`src/rtl/seg7_pkg.sv`:
```
`default_nettype none
// ============================================================================
// Package  : seg7_pkg
// Brief    : Segment glyph constants and nibble-to-glyph lookup for seg7_scan.
// Revision : 1.0
// ============================================================================
package seg7_pkg;

    // Active-low segments, bit6 = a ... bit0 = g.
    localparam logic [6:0] SEG_BLANK = 7'h7F;
    localparam logic [6:0] SEG_0     = 7'h01;
    localparam logic [6:0] SEG_1     = 7'h4F;
    localparam logic [6:0] SEG_2     = 7'h12;
    localparam logic [6:0] SEG_3     = 7'h06;
    localparam logic [6:0] SEG_4     = 7'h4C;
    localparam logic [6:0] SEG_5     = 7'h24;
    localparam logic [6:0] SEG_6     = 7'h20;
    localparam logic [6:0] SEG_7     = 7'h0F;
    localparam logic [6:0] SEG_8     = 7'h00;
    localparam logic [6:0] SEG_9     = 7'h04;
    localparam logic [6:0] SEG_A     = 7'h08;
    localparam logic [6:0] SEG_B     = 7'h60;
    localparam logic [6:0] SEG_C     = 7'h31;
    localparam logic [6:0] SEG_D     = 7'h42;
    localparam logic [6:0] SEG_E     = 7'h30;
    localparam logic [6:0] SEG_F     = 7'h38;

    // Letters only render in hex mode; in decimal mode they read as blank.
    function automatic logic [6:0] seg7_glyph(input logic [3:0] nib, input logic hex);
        logic [6:0] g;
        g = SEG_BLANK;
        case (nib)
            4'h0: g = SEG_0;
            4'h1: g = SEG_1;
            4'h2: g = SEG_2;
            4'h3: g = SEG_3;
            4'h4: g = SEG_4;
            4'h5: g = SEG_5;
            4'h6: g = SEG_6;
            4'h7: g = SEG_7;
            4'h8: g = SEG_8;
            4'h9: g = SEG_9;
            4'hA: g = hex ? SEG_A : SEG_BLANK;
            4'hB: g = hex ? SEG_B : SEG_BLANK;
            4'hC: g = hex ? SEG_C : SEG_BLANK;
            4'hD: g = hex ? SEG_D : SEG_BLANK;
            4'hE: g = hex ? SEG_E : SEG_BLANK;
            4'hF: g = hex ? SEG_F : SEG_BLANK;
            default: g = SEG_BLANK;
        endcase
        return g;
    endfunction

endpackage
`default_nettype wire

```
`src/rtl/seg7_scan_if.sv`:
```
`default_nettype none
// ============================================================================
// Interface : seg7_scan_if
// Brief     : Frame write channel (valid/ready, nibbles, enable mask) into
//             seg7_scan. Carries wr_dp only when SEG7_DP_EN is defined.
// Revision  : 1.0
// ============================================================================
interface seg7_scan_if #(
    parameter int NDIGIT = 8
);
    logic                  wr_valid;
    logic                  wr_ready;
    logic [4*NDIGIT-1:0]   wr_data;
    logic [NDIGIT-1:0]     wr_mask;
`ifdef SEG7_DP_EN
    logic [NDIGIT-1:0]     wr_dp;

    modport master (output wr_valid, output wr_data, output wr_mask, output wr_dp,
                    input  wr_ready);
    modport slave  (input  wr_valid, input  wr_data, input  wr_mask, input  wr_dp,
                    output wr_ready);
`else
    modport master (output wr_valid, output wr_data, output wr_mask,
                    input  wr_ready);
    modport slave  (input  wr_valid, input  wr_data, input  wr_mask,
                    output wr_ready);
`endif
endinterface
`default_nettype wire

```
`src/rtl/seg7_decode.sv`:
```
`default_nettype none
// ============================================================================
// Module   : seg7_decode
// Brief    : Combinational nibble to active-low 7-segment glyph decoder.
// Revision : 1.0
// ============================================================================
module seg7_decode
    import seg7_pkg::*;
(
    input  logic [3:0] i_nib,
    input  logic       i_hex_mode,
    output logic [6:0] o_seg
);

    assign o_seg = seg7_glyph(i_nib, i_hex_mode);

endmodule
`default_nettype wire

```
`src/rtl/seg7_scan.sv`:
```
`default_nettype none
// ============================================================================
// Module   : seg7_scan
// Brief    : Time-multiplexed common-anode 7-segment driver. Frames are
//            double-buffered and only swapped at a frame boundary; each
//            digit slot opens with a guard interval of all anodes off.
//            Optional per-digit decimal points: define SEG7_DP_EN.
// Revision : 1.0
// ============================================================================
module seg7_scan
    import seg7_pkg::*;
#(
    parameter int NDIGIT = 8,
    parameter int DIV    = 1000,
    parameter int GUARD  = 2
) (
    input  logic              clk,
    input  logic              rst_n,
    seg7_scan_if.slave        wr,
    input  logic              hex_mode,
    input  logic              lz_blank,
    output logic [6:0]        seg_o,
    output logic [NDIGIT-1:0] an_o,
    output logic              dp_o
);

    localparam int c_cnt_w = (DIV > 1) ? $clog2(DIV) : 1;
    localparam int c_idx_w = (NDIGIT > 1) ? $clog2(NDIGIT) : 1;

    localparam logic [c_cnt_w-1:0] c_cnt_last = c_cnt_w'(DIV - 1);
    localparam logic [c_cnt_w-1:0] c_guard    = c_cnt_w'(GUARD);
    localparam logic [c_idx_w-1:0] c_idx_last = c_idx_w'(NDIGIT - 1);

    // Scan position
    logic [c_cnt_w-1:0]    r_cnt;
    logic [c_idx_w-1:0]    r_idx;

    // Write side (pending) and display side (shown) buffers
    logic [4*NDIGIT-1:0]   r_pend_data;
    logic [NDIGIT-1:0]     r_pend_mask;
    logic                  r_pend_vld;
    logic                  r_ready;
    logic [4*NDIGIT-1:0]   r_shown;
    logic [NDIGIT-1:0]     r_mask;

    // Registered pins
    logic [6:0]            r_seg;
    logic [NDIGIT-1:0]     r_an;

    logic                  w_slot_end;
    logic                  w_frame_end;
    logic                  w_accept;
    logic                  w_pend_vld_nxt;
    logic [3:0]            w_nib [NDIGIT];
    logic [NDIGIT-1:0]     w_lzb;
    logic [3:0]            w_cur_nib;
    logic [6:0]            w_glyph;
    logic                  w_guard;
    logic                  w_en;
    logic [6:0]            w_seg_nxt;
    logic [NDIGIT-1:0]     w_an_nxt;
    logic                  w_dp_nxt;

    assign w_slot_end  = (r_cnt == c_cnt_last);
    assign w_frame_end = w_slot_end && (r_idx == c_idx_last);
    assign w_accept    = wr.wr_valid && r_ready;

    // ------------------------------------------------------------------
    // Slot / digit counters
    // ------------------------------------------------------------------
    always_ff @(posedge clk) begin
        if (!rst_n) begin
            r_cnt <= '0;
            r_idx <= '0;
        end else if (w_slot_end) begin
            r_cnt <= '0;
            r_idx <= (r_idx == c_idx_last) ? '0 : r_idx + 1'b1;
        end else begin
            r_cnt <= r_cnt + 1'b1;
        end
    end

    // ------------------------------------------------------------------
    // Handshake and double buffer
    // ------------------------------------------------------------------
    // Accept is only possible while nothing is pending, so accept and
    // promotion never compete for the same pending slot.
    always_comb begin
        w_pend_vld_nxt = r_pend_vld;
        if (w_accept) begin
            w_pend_vld_nxt = 1'b1;
        end else if (w_frame_end) begin
            w_pend_vld_nxt = 1'b0;
        end
    end

    always_ff @(posedge clk) begin
        if (!rst_n) begin
            r_pend_data <= '0;
            r_pend_mask <= '0;
            r_pend_vld  <= 1'b0;
            r_ready     <= 1'b1;
        end else begin
            if (w_accept) begin
                r_pend_data <= wr.wr_data;
                r_pend_mask <= wr.wr_mask;
            end
            r_pend_vld <= w_pend_vld_nxt;
            r_ready    <= !w_pend_vld_nxt;
        end
    end

    always_ff @(posedge clk) begin
        if (!rst_n) begin
            r_shown <= '0;
            r_mask  <= '0;
        end else if (w_frame_end && r_pend_vld) begin
            r_shown <= r_pend_data;
            r_mask  <= r_pend_mask;
        end
    end

    assign wr.wr_ready = r_ready;

    // ------------------------------------------------------------------
    // Leading-zero detection on the shown frame
    // ------------------------------------------------------------------
    for (genvar gi = 0; gi < NDIGIT; gi++) begin : g_nib
        assign w_nib[gi] = r_shown[4*gi +: 4];
    end

    // Walk from the most significant digit down; a digit is leading-zero
    // while no enabled non-zero nibble has been seen above or at it.
    always_comb begin
        logic w_seen;
        w_seen = 1'b0;
        w_lzb  = '0;
        for (int i = NDIGIT - 1; i >= 0; i--) begin
            w_seen   = w_seen | (r_mask[i] && (w_nib[i] != 4'h0));
            w_lzb[i] = lz_blank && (i != 0) && !w_seen;
        end
    end

    // ------------------------------------------------------------------
    // Current digit decode and output stage
    // ------------------------------------------------------------------
    assign w_cur_nib = w_nib[r_idx];

    seg7_decode u_decode (
        .i_nib      (w_cur_nib),
        .i_hex_mode (hex_mode),
        .o_seg      (w_glyph)
    );

    assign w_guard = (r_cnt < c_guard);
    assign w_en    = r_mask[r_idx] && !w_lzb[r_idx];

`ifdef SEG7_DP_EN
    logic [NDIGIT-1:0] r_pend_dp;
    logic [NDIGIT-1:0] r_shown_dp;
    logic              r_dp;

    always_ff @(posedge clk) begin
        if (!rst_n) begin
            r_pend_dp  <= '0;
            r_shown_dp <= '0;
        end else begin
            if (w_accept) begin
                r_pend_dp <= wr.wr_dp;
            end
            if (w_frame_end && r_pend_vld) begin
                r_shown_dp <= r_pend_dp;
            end
        end
    end
`endif

    always_comb begin
        w_an_nxt  = '1;
        w_seg_nxt = SEG_BLANK;
        w_dp_nxt  = 1'b1;
        if (!w_guard && w_en) begin
            w_an_nxt[r_idx] = 1'b0;
            w_seg_nxt       = w_glyph;
`ifdef SEG7_DP_EN
            w_dp_nxt        = ~r_shown_dp[r_idx];
`endif
        end
    end

    always_ff @(posedge clk) begin
        if (!rst_n) begin
            r_seg <= SEG_BLANK;
            r_an  <= '1;
        end else begin
            r_seg <= w_seg_nxt;
            r_an  <= w_an_nxt;
        end
    end

`ifdef SEG7_DP_EN
    always_ff @(posedge clk) begin
        if (!rst_n) begin
            r_dp <= 1'b1;
        end else begin
            r_dp <= w_dp_nxt;
        end
    end

    assign dp_o = r_dp;
`else
    // Without decimal-point support the pin idles off; w_dp_nxt stays constant.
    logic w_dp_unused;
    assign w_dp_unused = w_dp_nxt;
    assign dp_o        = 1'b1;
`endif

    assign seg_o = r_seg;
    assign an_o  = r_an;

endmodule
`default_nettype wire

```
`src/flat_wrapper.sv`:
```
// flat-port wrapper written by rule: the top's interface ports become plain ports
module seg7_scan_flat import seg7_pkg::*;
#(
    parameter int NDIGIT = 8,
    parameter int DIV    = 1000,
    parameter int GUARD  = 2
)
  (clk, rst_n, hex_mode, lz_blank, seg_o, an_o, dp_o, wr_wr_valid, wr_wr_data, wr_wr_mask, wr_wr_ready);
  seg7_scan_if #(.NDIGIT(NDIGIT)) wr_i ();
  input  logic clk;
  input  logic rst_n;
  input  logic hex_mode;
  input  logic lz_blank;
  output logic [6:0] seg_o;
  output logic [NDIGIT-1:0] an_o;
  output logic dp_o;
  input wire logic [$bits(wr_i.wr_valid)-1:0] wr_wr_valid;
  input wire logic [$bits(wr_i.wr_data)-1:0] wr_wr_data;
  input wire logic [$bits(wr_i.wr_mask)-1:0] wr_wr_mask;
  output wire logic [$bits(wr_i.wr_ready)-1:0] wr_wr_ready;
  assign wr_i.wr_valid = wr_wr_valid;
  assign wr_i.wr_data = wr_wr_data;
  assign wr_i.wr_mask = wr_wr_mask;
  assign wr_wr_ready = wr_i.wr_ready;
  seg7_scan #(.NDIGIT(NDIGIT), .DIV(DIV), .GUARD(GUARD)) u_core (.clk(clk), .rst_n(rst_n), .wr(wr_i), .hex_mode(hex_mode), .lz_blank(lz_blank), .seg_o(seg_o), .an_o(an_o), .dp_o(dp_o));
endmodule
```
`config.mk`:
```
export PLATFORM = sky130hd
export DESIGN_NAME = seg7_scan_flat
export DESIGN_NICKNAME = d
export VERILOG_FILES = /design/src/rtl/seg7_pkg.sv /design/src/rtl/seg7_scan_if.sv /design/src/rtl/seg7_decode.sv /design/src/rtl/seg7_scan.sv /design/src/flat_wrapper.sv
export SDC_FILE = /design/constraint.sdc
export NUM_CORES = 1
export LEC_CHECK = 0
export BUFFER_PORTS_ARGS = -buffer_cell sky130_fd_sc_hd__buf_2
export CAP_MARGIN = 20
export CORE_ASPECT_RATIO = 1.2
export CORE_UTILIZATION = 56
export DETAILED_ROUTE_END_ITERATION = 8
export PLACE_DENSITY = 0.84
export SYNTH_ARGS = -nofsm -noshare
export SYNTH_HDL_FRONTEND = slang
export SYNTH_SLANG_ARGS = --single-unit
```
`constraint.sdc`:
```
create_clock -name clk -period 5.33 [get_ports clk]
set_input_delay 1.066 -clock clk [delete_from_list [all_inputs] [get_ports clk]]
set_output_delay 1.066 -clock clk [all_outputs]
set_load 0.01 [all_outputs]
```
==> metrics.md <==
| Metric | Value |
|---|---|
| Total number of yosys warnings | 0 |
| Global-route wire length before repair | between 15 and 20 mm |
| Syn Inst Count | about 530 |
| CTS tree | built |
| Final period utilization | about 54% |
| Worst R2R End | u_core.seg_o[3] |
| Max stage delay on crit path | 980 ps |
| Initial antenna violation count | 0 |
| Detailed placement HPWL | about 6.4 mm |
| Max H-tree Level | 3 |
| Routability cong. | 0.854 |
| Actual slew at the worst max-slew pin | ~980 ps |
| Vias/cell | roughly 5.4 |
| Latest clock arrival within the worst-skew pair | around 370 ps |
| Worst reg2reg startpoint | u_core.r_idx[0] |
| Worst Hold Path Cells | 1 |
| Asr flop ratio synth | 0% |
| Final Max Slew Viols | 0 |
| DR DRC count | 0 |
| Fill count | 686 |
| Max frequency | about 350 MHz |
| Die area | between 8000 and 9000 µm² |
| Crit path max-delay cell type | dfxtp_1 |
| CP Data Arrival Time | just over 3000 ps |
| Core area | between 8000 and 9000 µm² |
| Synth Net Count | 581 |
| Worst setup SP type | flip-flop |
| Maxcap violations | 0 |
| Commonest cells after routing, fill and taps aside | 170 x nand2_1, 110 x dfxtp_1, 84 x a21boi_0 |
| Placed cell count | just under 700 |
| Mux contribution to synthesized area | between 6 and 7% |
| Die H | about 100 µm |
| RSZ-0062 raised after global routing | false |
| Routed via count | between 3,000 and 4,000 |
| Delay-heaviest family, CP | multiplexers |
| Clk root buf | clkbuf_8 |
| Simple-Gate Fraction of Synth Area | between 20% and 30% |
| Most common cell after layout, fill and taps aside | nand2_1 |
| Worst reg-to-reg path cell count | 5 |
| Fin Setup TNS | 0 ps |
| Routed len/inst | between 10 and 15 µm |
| WHS Endpoint | u_core.r_cnt[0] |
| Leakage Power | between 1.5 and 2 nW |
| Multi-input logic area | 2320 µm² |
| Worst Path Max Fanout | 23 |
| Hold Crit Class | flip-flop to flip-flop |
| Initial DRC Count | around 220 |
| Area growth, synth to finish | 10.3% |
| N_diodes | 0 |
| Clock buffer depth | 2 |
| Syn avg cell area | 8.85 µm² |
| Number of enable flip-flop cells after synthesis | 0 |
| Pre-antenna DRT Iters | 4 |
| Row count | 36 |
| Gr ovfl total | 0 |
| CP bufs+invs | 0 |
| Post-CTS setup buffer count | 0 |
| Final Hold Fails | 0 |
| Layout Nets | just over 600 |
| Synth Area in Adders | 0.796% |
| GRT Util Overall | between 20 and 25% |
| DIE WIDTH | 85.8 µm |
| Sink Count | between 100 and 150 |
| Setup Viol. Count Final | 0 |
| Slew HR | around 34% |
| Crit. End Element | flip-flop |
| Input/output buffers | 60 |
| Hold path start | u_core.r_cnt[0] |
| Synth Area in XOR/XNOR | approximately 1.5% |
| Post-synth top flop | dfxtp_1 |
| Worst Path Required | roughly 5600 ps |
| Post-place setup slack | 2260 ps |
| Main area contributors after synthesis | dfxtp_1 47%, nand2_1 14%, a21boi_0 13%, mux4_2 2.4%, clkbuf_1 1.8% |
| CP Cell Sequence | mux4_1 > mux2i_4 > and2_1 > o22a_1 > o2111ai_2 |
| Layout cells sized above 1 | 16.2% |
| Register area share after synthesis | between 40% and 50% |
| Area leader, netlist | dfxtp_1 |
| Critical path class | flip-flop to flip-flop |
| Initial core utilization | roughly 58% |
| Largest family of logic cells by synthesized area | simple AND/OR/NAND/NOR gates |
| Fin area | roughly 5200 µm² |
| DRT Wirelength | a little over 9 mm |
| Inserted Clock Buffers | 9 |
| Register area | 2200 µm² |
| Antenna Violating Nets Remaining | 0 |
| Compound-Gate Fraction of Synth Area | approximately a fifth |
| Final std cells w/o fill | slightly below 700 |
| Synth Register Bits | 110 |
| Post-synth top area share | between 40% and 50% |
| Largest net degree at the start of global routing | between 80 and 90 |
| Placed instance area | about 5000 µm² |
| R2R Setup Slk | about 2500 ps |
| CTS resizes | 0 |
| Syn Std Cell Area | 4720 µm² |
| Power per standard cell area | 264 nW/µm² |
| Min Tclk post-route | roughly 2900 ps |
| VDD IR max | 0.185 mV |
| Setup ws final | 2480 ps |
| Library cells used by synthesis | 53 |
| Worst clock skew | 7.79 ps |
| Status | completed |
| Clk slew on worst S/H paths | about 100 ps |
| Post-CTS Hold Fix Bufs | 0 |
| Final core occ | between 60% and 70% |
| Vias in the first global route | between 3,000 and 4,000 |
| I/O pin cnt | just over 60 |
flip-flops by register name, summed over array words and instances, names as in the netlist:
| register | cells |
|---|---|
| u_core.an_o | 8 |
| u_core.r_cnt | 10 |
| u_core.r_idx | 3 |
| u_core.r_mask | 8 |
| u_core.r_pend_data | 32 |
| u_core.r_pend_mask | 8 |
| u_core.r_pend_vld | 1 |
| u_core.r_shown | 32 |
| u_core.seg_o | 7 |
| u_core.wr.wr_ready | 1 |
how the worst max path moves through the flow:
stage                                from              end  slack (ps)  cells after the start
after floorplan                     rst_n   u_core.an_o[4]        3300                      6
after global placement              rst_n  u_core.seg_o[3]        2320                      7
after detailed placement            rst_n   u_core.an_o[7]        2260                      7
after CTS                 u_core.r_idx[0]  u_core.seg_o[3]        2500                      5
after global routing      u_core.r_idx[0]  u_core.seg_o[3]        2270                      5
final                     u_core.r_idx[0]  u_core.seg_o[3]        2480                      5
per-layer routing:
metal / global-route usage [%] / share of wire, % / vias to the layer above
met5: 0 / 0 / -
met4: 9.23 / 1.8 / 0
met1: 28.8 / 46 / 1766
met3: 4.00 / 3.9 / 15
li1: - / - / 1883
met2: 38.7 / 49 / 86
logic make-up (layout without fill, tap and decap cells):
group | after synthesis | in the layout
other | 1 | 1
AND/OR/NAND/NOR | 230 | 230
adder cells (fa/ha/maj) | 3 | 3
AO/OA/AOI/OAI | 121 | 121
XOR/XNOR | 8 | 8
buffers and inverters | 43 | 85
flip-flops | 110 | 110
multiplexers | 17 | 17
per-stage QoR:
step,power (mW),hold WS [ps]
after floorplan,0.921,413
after global placement,0.946,427
after detailed placement,0.954,443
after CTS,1.39,456
after global routing,1.42,488
final,1.37,457
where the power goes:
part / switching, mW / leakage [nW] / internal [mW]
Sequential: 0.0119 / 0.894 / 0.843
Clock: 0.274 / 0.0813 / 0.167
Combinational: 0.0414 / 0.854 / 0.0379
Total: 0.327 / 1.83 / 1.05
layout make-up:
cell class	count	area share [%]
Multi-Input combinational cell	380	44.5
Inverter	5	0.361
Sequential cell	110	42.3
Clock inverter	6	0.746
Tap cell	114	2.74
Clock buffer	9	2.38
Timing Repair Buffer	65	6.88
cells in the mapped netlist, types with 3 or more instances:
library cell  count
xnor2_1           4
nor2b_1           3
nand3_1          11
dfxtp_1         110
mux2i_4           3
nand4_1           5
ha_1              3
nor3_1            5
nor2_1           15
o21ai_1           4
and3_1            3
xor2_1            4
o41ai_1           6
buf_2            11
inv_1             5
a21boi_0         84
and2_1            3
nand2_1         170
o21ai_0           5
mux4_2            5
mux2i_1           5
mux4_1            3
a21oi_1           5
clkbuf_1         23
Note: power is estimated with default switching activity, not from simulation.
